[config.mk]
export PLATFORM = sky130hd
export DESIGN_NAME = hazard_scoreboard
export DESIGN_NICKNAME = d
export VERILOG_FILES = /design/src/rtl/hazard_scoreboard.sv
export SDC_FILE = /design/constraint.sdc
export NUM_CORES = 1
export LEC_CHECK = 0
export CAP_MARGIN = 20
export CORE_UTILIZATION = 25
export CTS_CLUSTER_DIAMETER = 150
export CTS_CLUSTER_SIZE = 8
export DETAILED_ROUTE_END_ITERATION = 12
export HOLD_SLACK_MARGIN = 0.15
export PLACE_DENSITY = 0.55
export SYNTH_ARGS = -nofsm -noshare
export SYNTH_HDL_FRONTEND = slang
export SYNTH_SLANG_ARGS = --single-unit
[constraint.sdc]
create_clock -name clk -period 5 [get_ports clk]
set_input_delay 0.75 -clock clk [delete_from_list [all_inputs] [get_ports clk]]
set_output_delay 0.75 -clock clk [all_outputs]
set_load 0.005 [all_outputs]
[src/rtl/hazard_scoreboard.sv]
// Purpose: decode-stage hazard detection and operand forwarding selects for the in-order pipeline.
// Latency: stall/issue are combinational; fwd_*_sel and inflight are registered (valid the cycle after issue).
// Backpressure: hazard inserts a bubble while decode holds; ext_stall freezes all tracked state.
module hazard_scoreboard #(
  parameter int REG_W              = 3,
  parameter int DEPTH              = 3,
  parameter int ALU_AVAIL          = 2,
  parameter int LOAD_AVAIL         = 3,
  parameter int FLUSH_DEPTH        = 0,
  parameter int ZERO_REG_HARDWIRED = 0,
  localparam int SEL_W             = $clog2(DEPTH + 1)
) (
  input  logic             clk,
  input  logic             rst,
  input  logic             id_valid,
  input  logic [REG_W-1:0] id_rs,
  input  logic [REG_W-1:0] id_rt,
  input  logic             id_rs_used,
  input  logic             id_rt_used,
  input  logic [REG_W-1:0] id_rd,
  input  logic             id_wr_en,
  input  logic             id_is_load,
  input  logic             flush,
  input  logic             ext_stall,
  output logic             stall,
  output logic             issue,
  output logic [SEL_W-1:0] fwd_rs_sel,
  output logic [SEL_W-1:0] fwd_rt_sel,
  output logic [SEL_W-1:0] inflight
);

  localparam bit ZERO_HW = (ZERO_REG_HARDWIRED != 0);

  // Entry 1 is the instruction in EX, entry DEPTH the one in writeback.
  logic [DEPTH:1]   ent_vld;
  logic [DEPTH:1]   ent_wr;
  logic [DEPTH:1]   ent_ld;
  logic [REG_W-1:0] ent_rd [1:DEPTH];

  logic [DEPTH:1]   rs_hit;
  logic [DEPTH:1]   rt_hit;
  logic             rs_haz;
  logic             rt_haz;
  logic [SEL_W-1:0] rs_sel_c;
  logic [SEL_W-1:0] rt_sel_c;
  logic             hazard;
  logic [SEL_W-1:0] inflight_nxt;

  // Youngest match decides: a result not yet available stalls, otherwise forward
  // from the output register of the stage after it. A writeback-stage match reads
  // the write-through register file, so it needs neither a stall nor a bypass.
  function automatic logic [SEL_W:0] resolve(input logic [DEPTH:1] hit,
                                             input logic [DEPTH:1] ld);
    int   idx;
    int   avail;
    logic haz;
    logic [SEL_W-1:0] sel;
    idx = 0;
    haz = 1'b0;
    sel = '0;
    for (int i = DEPTH; i >= 1; i--) begin
      if (hit[i]) idx = i;
    end
    if (idx != 0 && idx < DEPTH) begin
      avail = ld[idx] ? LOAD_AVAIL : ALU_AVAIL;
      if (idx + 1 < avail) haz = 1'b1;
      else                 sel = SEL_W'(idx + 1);
    end
    return {haz, sel};
  endfunction

  // Per-entry source matches against the decoding instruction.
  always_comb begin
    rs_hit = '0;
    rt_hit = '0;
    for (int i = 1; i <= DEPTH; i++) begin
      rs_hit[i] = id_rs_used & ent_vld[i] & ent_wr[i] & (ent_rd[i] == id_rs)
                  & ~(ZERO_HW & (id_rs == '0));
      rt_hit[i] = id_rt_used & ent_vld[i] & ent_wr[i] & (ent_rd[i] == id_rt)
                  & ~(ZERO_HW & (id_rt == '0));
    end
  end

  assign {rs_haz, rs_sel_c} = resolve(rs_hit, ent_ld);
  assign {rt_haz, rt_sel_c} = resolve(rt_hit, ent_ld);

  assign hazard = id_valid & (rs_haz | rt_haz) & ~flush;
  assign issue  = id_valid & ~hazard & ~ext_stall & ~flush;
  assign stall  = hazard | ext_stall;

  // Occupancy after this edge: +1 on issue, -1 for the retiring entry and each flush kill.
  always_comb begin
    int n;
    n = int'(inflight) + int'(issue) - int'(ent_vld[DEPTH]);
    for (int i = 2; i <= DEPTH; i++) begin
      if (flush && (i <= FLUSH_DEPTH) && ent_vld[i-1]) n = n - 1;
    end
    inflight_nxt = SEL_W'(n);
  end

  // Shift the scoreboard; entry 1 takes the issuing instruction or a bubble.
  always_ff @(posedge clk) begin
    if (rst) begin
      ent_vld    <= '0;
      ent_wr     <= '0;
      ent_ld     <= '0;
      for (int i = 1; i <= DEPTH; i++) ent_rd[i] <= '0;
      fwd_rs_sel <= '0;
      fwd_rt_sel <= '0;
      inflight   <= '0;
    end else if (!ext_stall) begin
      for (int i = DEPTH; i >= 2; i--) begin
        ent_vld[i] <= ent_vld[i-1] & ~(flush & (i <= FLUSH_DEPTH));
        ent_wr[i]  <= ent_wr[i-1];
        ent_ld[i]  <= ent_ld[i-1];
        ent_rd[i]  <= ent_rd[i-1];
      end
      ent_vld[1] <= issue;
      ent_wr[1]  <= id_wr_en;
      ent_ld[1]  <= id_is_load;
      ent_rd[1]  <= id_rd;
      fwd_rs_sel <= issue ? rs_sel_c : '0;
      fwd_rt_sel <= issue ? rt_sel_c : '0;
      inflight   <= inflight_nxt;
    end
  end

endmodule

==> results.md, run 1 <==
* Leakage at 0.718 nW
* Area delta synth->final at 28.9%
* Sw power at 0.0987 mW
* Routability cong. at 0.815
* Post-DRT Antenna Nets at 0
* #FFs+latches synth at 24
* Drt via density at 4.41
* Final period utilization at 71.7%
* Ranking of synthesized cells by area: dfxtp_1 (22%), edfxtp_1 (20%), xor2_1 (12%)
* Synthesized instance count at 131
* Pin count of the biggest net entering global routing at 19
* Endpoint class of the critical path: output pin
* Final Skew at 0.00236 ns
* Drt wl/cell at 12.2 um
* Root buffer cell: clkbuf_8
* Switching share of total power at 22.2%
* Antenna cells at 0
* Nets at 181
* Clk pin slew, worst setup/hold paths at 0.09 ns
* Core box area at 5170 um^2
* Pwr Density at 253 nW/um^2
* CTS buffer count at 3
* H-tree Lvls at 1
* Max Root-Sink Buffers at 2
* Worst-Skew Late Latency at 0.27 ns
* Via Count at 996
* Most common cell after layout, fill and taps aside: clkdlybuf4s50_1
* Die Ht at 75.9 um
* Pint at 0.346 mW
* Syn Nets at 155
* RSZ-0062 raised after global routing: no
* Status: complete, no violations
* CTS tree: done
* Leading cell types in the layout, fill and taps excluded: clkdlybuf4s50_1 (25), xor2_1 (18), dfxtp_1 (15), nor2_1 (12), and2_1 (10)
* PortBufs at 25
* Slew Viols, Final at 0
* Layout cell share with drive strength beyond 1 at 10.9%
* Combinational power share at 11.7%
* Crit path max fanout at 5
* YS warnings at 0
* Grt ovf at 0
* Post-Synth Adder-Cell Area at 5.50%
* Fin crit period at 3.59 ns
* Final hold vios at 0
* VDD IR max at 0.103 mV
* Post-CTS Resized at 0
* Syn Area/Cell at 10.4 um^2
* Seq pwr share at 49.3%
* XOR/XNOR share of the synthesized area at 12.2%
* Power share of the clock group at 39.0%
* Postcts setup bufs at 0
* CP Launch Type: input pin
* Total wire length at 2750 um
* Starting Density at 26.4%
* Worst setup path category: in2out
* Post-synth top area share at 22.0%
* Final Core Density at 34.0%
* Post-cts hold buffer count at 0
* TritonCTS Sinks at 24
* Setup-failing EPs final at 0
* Sequential-to-total area share from yosys stat at 41.8%
* CP required at 4.25 ns
* Vias in the first global route at 1016
* Die Area at 5760 um^2
* Initial antenna violation count at 0
* # IOs at 26
* Synth area leader: dfxtp_1
* Main combinational cell family by area after synthesis: simple AND/OR/NAND/NOR gates
* Simple-Gate Fraction of Synth Area at 22.8%
* Die W at 75.9 um
* HP Class: reg2reg
* Setup TNS at 0 ns
* Synth unique cells at 30
* First-pass GRT wire length at 4520 um
* Row count at 26
* Worst slew pin tran at 0.785 ns
* Initial DRC count at 53
* Mapped cell area at 1370 um^2
* MaxCap Viol Count at 0
* DRC violations left at 0
* Arr. time, crit path at 2.84 ns
* HPWL after DPL at 2180 um
* GR Util All Layers at 10.8%
* DR pass1 iterations at 4
* Max Fclk at 0.279 GHz
* Slew HR at 47.5%
* Mux share of post-synthesis cell area at 6.60%
* Post-synthesis compound-gate area fraction at 8.07%
[cells in the mapped netlist]
cell	instances
a21oi_1	4
a32o_1	2
nor3b_1	3
o21ai_0	1
a32o_2	1
o21bai_1	1
o21ai_2	1
dfxtp_1	15
edfxtp_1	9
buf_1	1
or4_4	3
inv_1	7
nand2b_1	1
nand3_1	6
nor2_1	12
ha_1	6
a221oi_2	2
a22oi_1	1
nand2_1	2
nor2b_1	4
nor4_2	2
mux2i_1	9
and2_1	10
xnor2_1	1
xor2_1	18
clkbuf_1	3
or4_1	1
or2_2	2
nor2b_4	2
or3_1	1
[layout make-up]
type                       count  area, um^2
fill                         508        3410
multi-input combinational     96         753
sequential                    24         571
timing repair buffer          25         250
tap                           70        87.6
clock buffer                   3        41.3
clock inverter                 1        30.0
inverter                       7        26.3
[logic make-up after synthesis]
family	after synthesis
adder cells (fa/ha/maj)	6
multiplexers	9
XOR/XNOR	19
AO/OA/AOI/OAI	13
buffers and inverters	11
AND/OR/NAND/NOR	49
flip-flops	24
[registers in the layout, indices dropped and copies added, names as in the netlist]
signal	flops
fwd_rt_sel	2
ent_ld	3
ent_vld	3
ent_rd	9
inflight	2
ent_wr	3
fwd_rs_sel	2
[power by group through the flow]
| stage | combinational (mW) | clock, mW | sequential [mW] |
|---|---|---|---|
| 2_1_floorplan | 0.0278 | 0 | 0.222 |
| 3_3_place_gp | 0.0517 | 0 | 0.223 |
| 3_5_place_dp | 0.0526 | 0 | 0.224 |
| 4_1_cts | 0.0529 | 0.180 | 0.219 |
| 5_1_grt | 0.0571 | 0.187 | 0.220 |
| 6_report | 0.0519 | 0.174 | 0.219 |
[worst max-delay path: stages]
cell             delay, ns
clkdlybuf4s50_1       0.50
xor2_1                0.19
nor4_2                0.56
o21ai_2               0.18
o21bai_1              0.16
clkdlybuf4s50_1       0.51
[final timing paths]
path / startpoint / to / slack (ns) / depth (start not counted)
worst min register to register: fwd_rt_sel[0] / fwd_rt_sel[0] / 0.47 / 2
worst max-delay path: id_rs[2] / stall / 1.41 / 6
worst max register to register: ent_rd[0][8] / fwd_rt_sel[1] / 2.43 / 8
worst min-delay path: fwd_rt_sel[0] / fwd_rt_sel[0] / 0.47 / 2
[routing by layer]
| layer | routed length [um] | GRT usage, % | vias up | share of wire [%] |
|---|---|---|---|---|
| li1 | - | - | 500 | - |
| met1 | 1250 | 13.0 | 470 | 45 |
| met2 | 1350 | 18.4 | 19 | 49 |
| met3 | 81 | 2.12 | 7 | 2.9 |
| met4 | 74 | 5.56 | 0 | 2.7 |
| met5 | 0 | 0 | - | 0 |
[metrics by stage]
stage	area [um^2]	instances	setup WS, ns	hold slack, ns	power (mW)
CTS	1760	226	1.42	0.476	0.452
floorplan	1370	131	2.28	0.456	0.249
detailed placement	1690	222	1.42	0.463	0.276
finish	1760	226	1.41	0.470	0.445
global placement	1690	222	1.45	0.456	0.275
global route	1760	226	1.23	0.499	0.464
Power figures use the tool's default switching activity.
==> run 2: changes to the inputs <==
clock period = 3.7 ns   (was 5 ns; I/O delays follow)
==> run 2 against run 1 <==
Effect of this change:
- critical endpoint is now issue
- flip-flop and latch count did not move
- cell area rose by 1.3%
- register-to-register slack got worse by 1.3 ns
- worst setup slack got worse by 0.77 ns
- global-route usage rose by 1.0 points
- die area did not move
- total power rose by 35%
- largest power group unchanged
- combinational power rose by 38%
==> results.md, run 2 (synthesis results as in run 1) <==
* RR Startpoint: ent_rd[0][8]
* FF-to-FF End: fwd_rt_sel[1]
* Root buffer cell: clkbuf_8
* CP Launch Type: input pin
* Die W at 75.9 um
* Worst setup path category: in2out
* Routability cong. at 0.878
* TritonCTS Sinks at 24
* VDD IR max at 0.178 mV
* Pwr Density at 336 nW/um^2
* PortBufs at 25
* Setup TNS at 0 ns
* Crit path max fanout at 5
* Area delta synth->final at 30.5%
* Initial antenna violation count at 0
* CP required at 3.14 ns
* Fillers at 521
* Grt ovf at 0
* Initial DRC count at 62
* Core box area at 5170 um^2
* R2r setup slk at 1.18 ns
* Final hold vios at 0
* DR pass1 iterations at 4
* Drt wl/cell at 12.7 um
* Clk pin slew, worst setup/hold paths at 0.09 ns
* Crit. Startpoint: id_rt[1]
* Max Fclk at 0.328 GHz
* Nets at 184
* Final period utilization at 82.5%
* Leakage at 0.734 nW
* Endpoint class of the critical path: output pin
* First-pass GRT wire length at 5080 um
* Crit path max-delay cell type: clkdlybuf4s50_1
* Multi-input logic area at 753 um^2
* Slew Viols, Final at 0
* Worst-Skew Late Latency at 0.27 ns
* Most common cell after layout, fill and taps aside: clkdlybuf4s50_1
* Levels on crit path at 7
* Post-cts hold buffer count at 0
* CTS tree: done
* Drt via density at 4.46
* Largest Register: ent_rd
* Post-DRT Antenna Nets at 0
* CTS buffer count at 3
* Status: complete, no violations
* DRC violations left at 0
* Pin count of the biggest net entering global routing at 15
* HP Class: reg2reg
* H-tree Lvls at 1
* Critical path, cell by cell: clkdlybuf4s50_1 -> xor2_1 -> nor4_2 -> buf_4 -> o21ai_2 -> and2_1 -> clkdlybuf4s50_1
* Final Skew at 0.00147 ns
* Slew HR at 51.0%
* Worst slew pin tran at 0.732 ns
* Vias in the first global route at 1080
* Setup-failing EPs final at 0
* # IOs at 26
* Post-CTS Resized at 0
* Max Root-Sink Buffers at 2
* Register cell area after layout at 571 um^2
* Row count at 26
* Arr. time, crit path at 2.50 ns
* Total wire length at 2910 um
* Starting Density at 26.4%
* HPWL after DPL at 2280 um
* Die Area at 5760 um^2
* Postcts setup bufs at 0
* Crit path buf inv count at 3
* Top delay family on crit path: buffers and inverters
* GR Util All Layers at 11.8%
* R2R depth at 8
* Worst setup endpoint: issue
* Fin crit period at 3.05 ns
* WHS at 0.474 ns
* Via Count at 1022
* Layout cell share with drive strength beyond 1 at 12.6%
* Most Frequent Cell on Critical Path: clkdlybuf4s50_1
* Leading cell types in the layout, fill and taps excluded: clkdlybuf4s50_1 (25), xor2_1 (18), dfxtp_1 (15), nor2_1 (12), and2_1 (10)
* RSZ-0062 raised after global routing: no
* Die Ht at 75.9 um
* Max FFs per register at 9
* MaxCap Viol Count at 0
* Antenna cells at 0
* Max incr delay on CP at 0.55 ns
run 2: report_power, final:
part / internal (mW) / switching [mW] / total [mW] / leakage [nW]
Sequential: 0.285 / 0.0110 / 0.296 / 0.220
Combinational: 0.0379 / 0.0336 / 0.0715 / 0.478
Clock: 0.145 / 0.0865 / 0.231 / 0.0357
Total: 0.468 / 0.131 / 0.599 / 0.734
run 2: metal layers:
layer	vias to the layer above	track usage, %	share of wire, %
li1	508	-	-
met2	18	21.3	52
met4	0	3.91	0.93
met1	494	14.0	44
met5	-	0	0
met3	2	2.25	2.7
run 2: cell type report:
| cell class | count | share of cell area [%] |
|---|---|---|
| multi-input cells | 96 | 42.3 |
| flip-flops and latches | 24 | 32.0 |
| repair buffers | 28 | 15.3 |
| well taps | 70 | 4.92 |
| clock buffers | 3 | 2.32 |
| clock inverters | 1 | 1.69 |
| inverters | 7 | 1.47 |
run 2: worst register-to-register path: cells and delay by family, from the launching register on:
kind	cells	cell delay, ns
xor+xnor	1	0.18
flops	1	0.44
compound gates	2	0.35
simple gates	4	1.24
fa+ha+maj	1	0.22
run 2: how the worst min path moves through the flow:
stage	slack (ns)	cells after the start	startpoint	endpoint
detailed placement	0.46	2	fwd_rt_sel[0]	fwd_rt_sel[0]
finish	0.47	2	fwd_rt_sel[0]	fwd_rt_sel[0]
global placement	0.46	2	fwd_rt_sel[0]	fwd_rt_sel[0]
global route	0.51	2	inflight[1]	inflight[1]
floorplan	0.46	2	fwd_rt_sel[0]	fwd_rt_sel[0]
CTS	0.47	2	fwd_rt_sel[0]	fwd_rt_sel[0]
run 2: stage by stage:
stage | setup slack (ns) | area (um^2) | power (mW) | cells | utilization [%]
final | 0.647 | 1780 | 0.599 | 229 | 34.4
after global routing | 0.536 | 1780 | 0.626 | 229 | 34.4
after CTS | 0.633 | 1780 | 0.607 | 229 | 34.4
after detailed placement | 0.553 | 1710 | 0.375 | 225 | 33.1
after global placement | 0.609 | 1710 | 0.372 | 225 | 33.1
after floorplan | 1.17 | 1370 | 0.337 | 131 | -
==> run 3: changes to the inputs <==
PLACE_DENSITY = 0.57   (was 0.55)
clock period = 2.7 ns   (was 3.7 ns; I/O delays follow)
==> run 3 against run 2 <==
Effect of this change:
- cell area rose by 8.8%
- wire length is 4.5% higher
- critical path depth increased by 2
- worst hold slack worse by 0.00054 ns
- worst setup slack worse by 0.54 ns
- combinational power up 65%
- first-iteration DRC count fell by 55%
- non-clock buffer count grew 15
- via count rose by 3.9%
- clock skew hardly changed
- largest cell class unchanged
==> results.md, run 3 (synthesis results as in run 1) <==
* Status: complete, no violations
* Fin crit period at 2.59 ns
* DRC violations left at 0
* First-pass GRT wire length at 4860 um
* Drt wl/cell at 12.5 um
* Clk pin slew, worst setup/hold paths at 0.08 ns
* Endpoint class of the critical path: register
* GR Util All Layers at 11.5%
* Metal-1 WL at 1330 um
* MaxCap Viol Count at 0
* Total wire length at 3040 um
* Arr. time, crit path at 2.76 ns
* Most common cell after layout, fill and taps aside: clkdlybuf4s50_1
* Finished Layout Cells at 244
* Overall Power at 0.744 mW
* Worst slew pin tran at 0.394 ns
* PortBufs at 25
* Worst-Skew Late Latency at 0.27 ns
* Max Root-Sink Buffers at 2
* Die Area at 5760 um^2
* Core box area at 5170 um^2
* Initial DRC count at 28
* CP required at 2.87 ns
* H-tree Lvls at 1
* Layout cell share with drive strength beyond 1 at 23.6%
* Grt ovf at 0
* Post-route cell area at 1940 um^2
* Final Skew at 0.00104 ns
* DR WL met3 at 122 um
* Pin count of the biggest net entering global routing at 14
* Met2 routed WL at 1550 um
* Largest Register: ent_rd
* Nets at 199
* Initial antenna violation count at 0
* HP Class: reg2reg
* Worst setup path category: in2reg
* DR pass1 iterations at 4
* Top sig layer: met4
* Die W at 75.9 um
* Post-cts hold buffer count at 0
* Post-DRT Antenna Nets at 0
* CTS buffer count at 3
* Via Count at 1062
* Leakage at 0.839 nW
* Drt via density at 4.35
* Routability cong. at 0.825
* Final period utilization at 96.1%
* Area delta synth->final at 42.0%
* CP Launch Type: input pin
* Die Ht at 75.9 um
* VDD IR max at 0.286 mV
* Fillers at 514
* TritonCTS Sinks at 24
* Max FFs per register at 9
* RSZ-0062 raised after global routing: no
* Antenna cells at 0
* Slew HR at 73.7%
* Row count at 26
* Slew Viols, Final at 0
* Root buffer cell: clkbuf_8
* # IOs at 26
* Final hold vios at 0
* CTS tree: done
* Pwr Density at 384 nW/um^2
* Post-Place Cells at 239
* Max Fclk at 0.385 GHz
* Leading cell types in the layout, fill and taps excluded: clkdlybuf4s50_1 (23), buf_4 (18), dfxtp_1 (15), xor2_1 (13), nor2_1 (12)
* Setup-failing EPs final at 0
* Crit path max fanout at 2
* Starting Density at 26.4%
* HPWL after DPL at 2410 um
* Post-placement cell area at 1820 um^2
* Vias in the first global route at 1037
* R2r setup slk at 0.21 ns
## run 3: what timing repair did
item                       in CTS  in global routing
setup endpoints to repair       2                  4
resized for setup               3                  8
pin swaps                       2                  3
buffers inserted                0                  1
## run 3: cell type report
type | instances | area, um^2 | share of cell area (%)
Multi-Input combinational cell | 96 | 818 | 42.2
Timing Repair Buffer | 43 | 390 | 20.1
Sequential cell | 24 | 571 | 29.4
Tap cell | 70 | 87.6 | 4.52
Clock buffer | 4 | 45.0 | 2.32
Inverter | 7 | 26.3 | 1.36
## run 3: metal layers
layer | vias to the layer above | GRT usage, %
li1 | 534 | -
met2 | 23 | 19.8
met4 | 0 | 2.47
met1 | 500 | 14.3
met5 | - | 0
met3 | 5 | 3.17
## run 3: path summary, 6_finish.rpt
kind                            cells after the start             to           from
worst max-delay path                                9  fwd_rt_sel[1]       id_rt[1]
worst min-delay path                                1  fwd_rs_sel[0]  fwd_rs_sel[0]
worst max register to register                      8  fwd_rt_sel[1]   ent_rd[0][8]
worst min register to register                      1  fwd_rs_sel[0]  fwd_rs_sel[0]
## run 3: power by group
group / internal, mW / switching (mW) / leakage [nW]
Combinational: 0.0645 / 0.0534 / 0.595
Clock: 0.105 / 0.113 / 0.0228
Sequential: 0.391 / 0.0172 / 0.220
Total: 0.561 / 0.183 / 0.839
## run 3: worst max-delay path, cell delays in order
cell and delay, ns:
clkdlybuf4s50_1 0.44, xor2_1 0.17, or4_1 0.54, nor2b_4 0.15, or2_2 0.28, ha_1 0.23, nor3b_2 0.21, a221oi_2 0.08
a32o_1 0.25
## run 3: stage by stage
stage | util [%] | hold WS (ns) | setup slack, ns | TNS, ns
after floorplan | - | 0.456 | 0.296 | 0
after global placement | 35.1 | 0.452 | -0.196 | -0.452
after detailed placement | 35.1 | 0.457 | -0.212 | -0.546
after CTS | 36.5 | 0.478 | -0.0264 | -0.0264
after global routing | 37.5 | 0.512 | 0.0268 | 0
final | 37.5 | 0.473 | 0.106 | 0
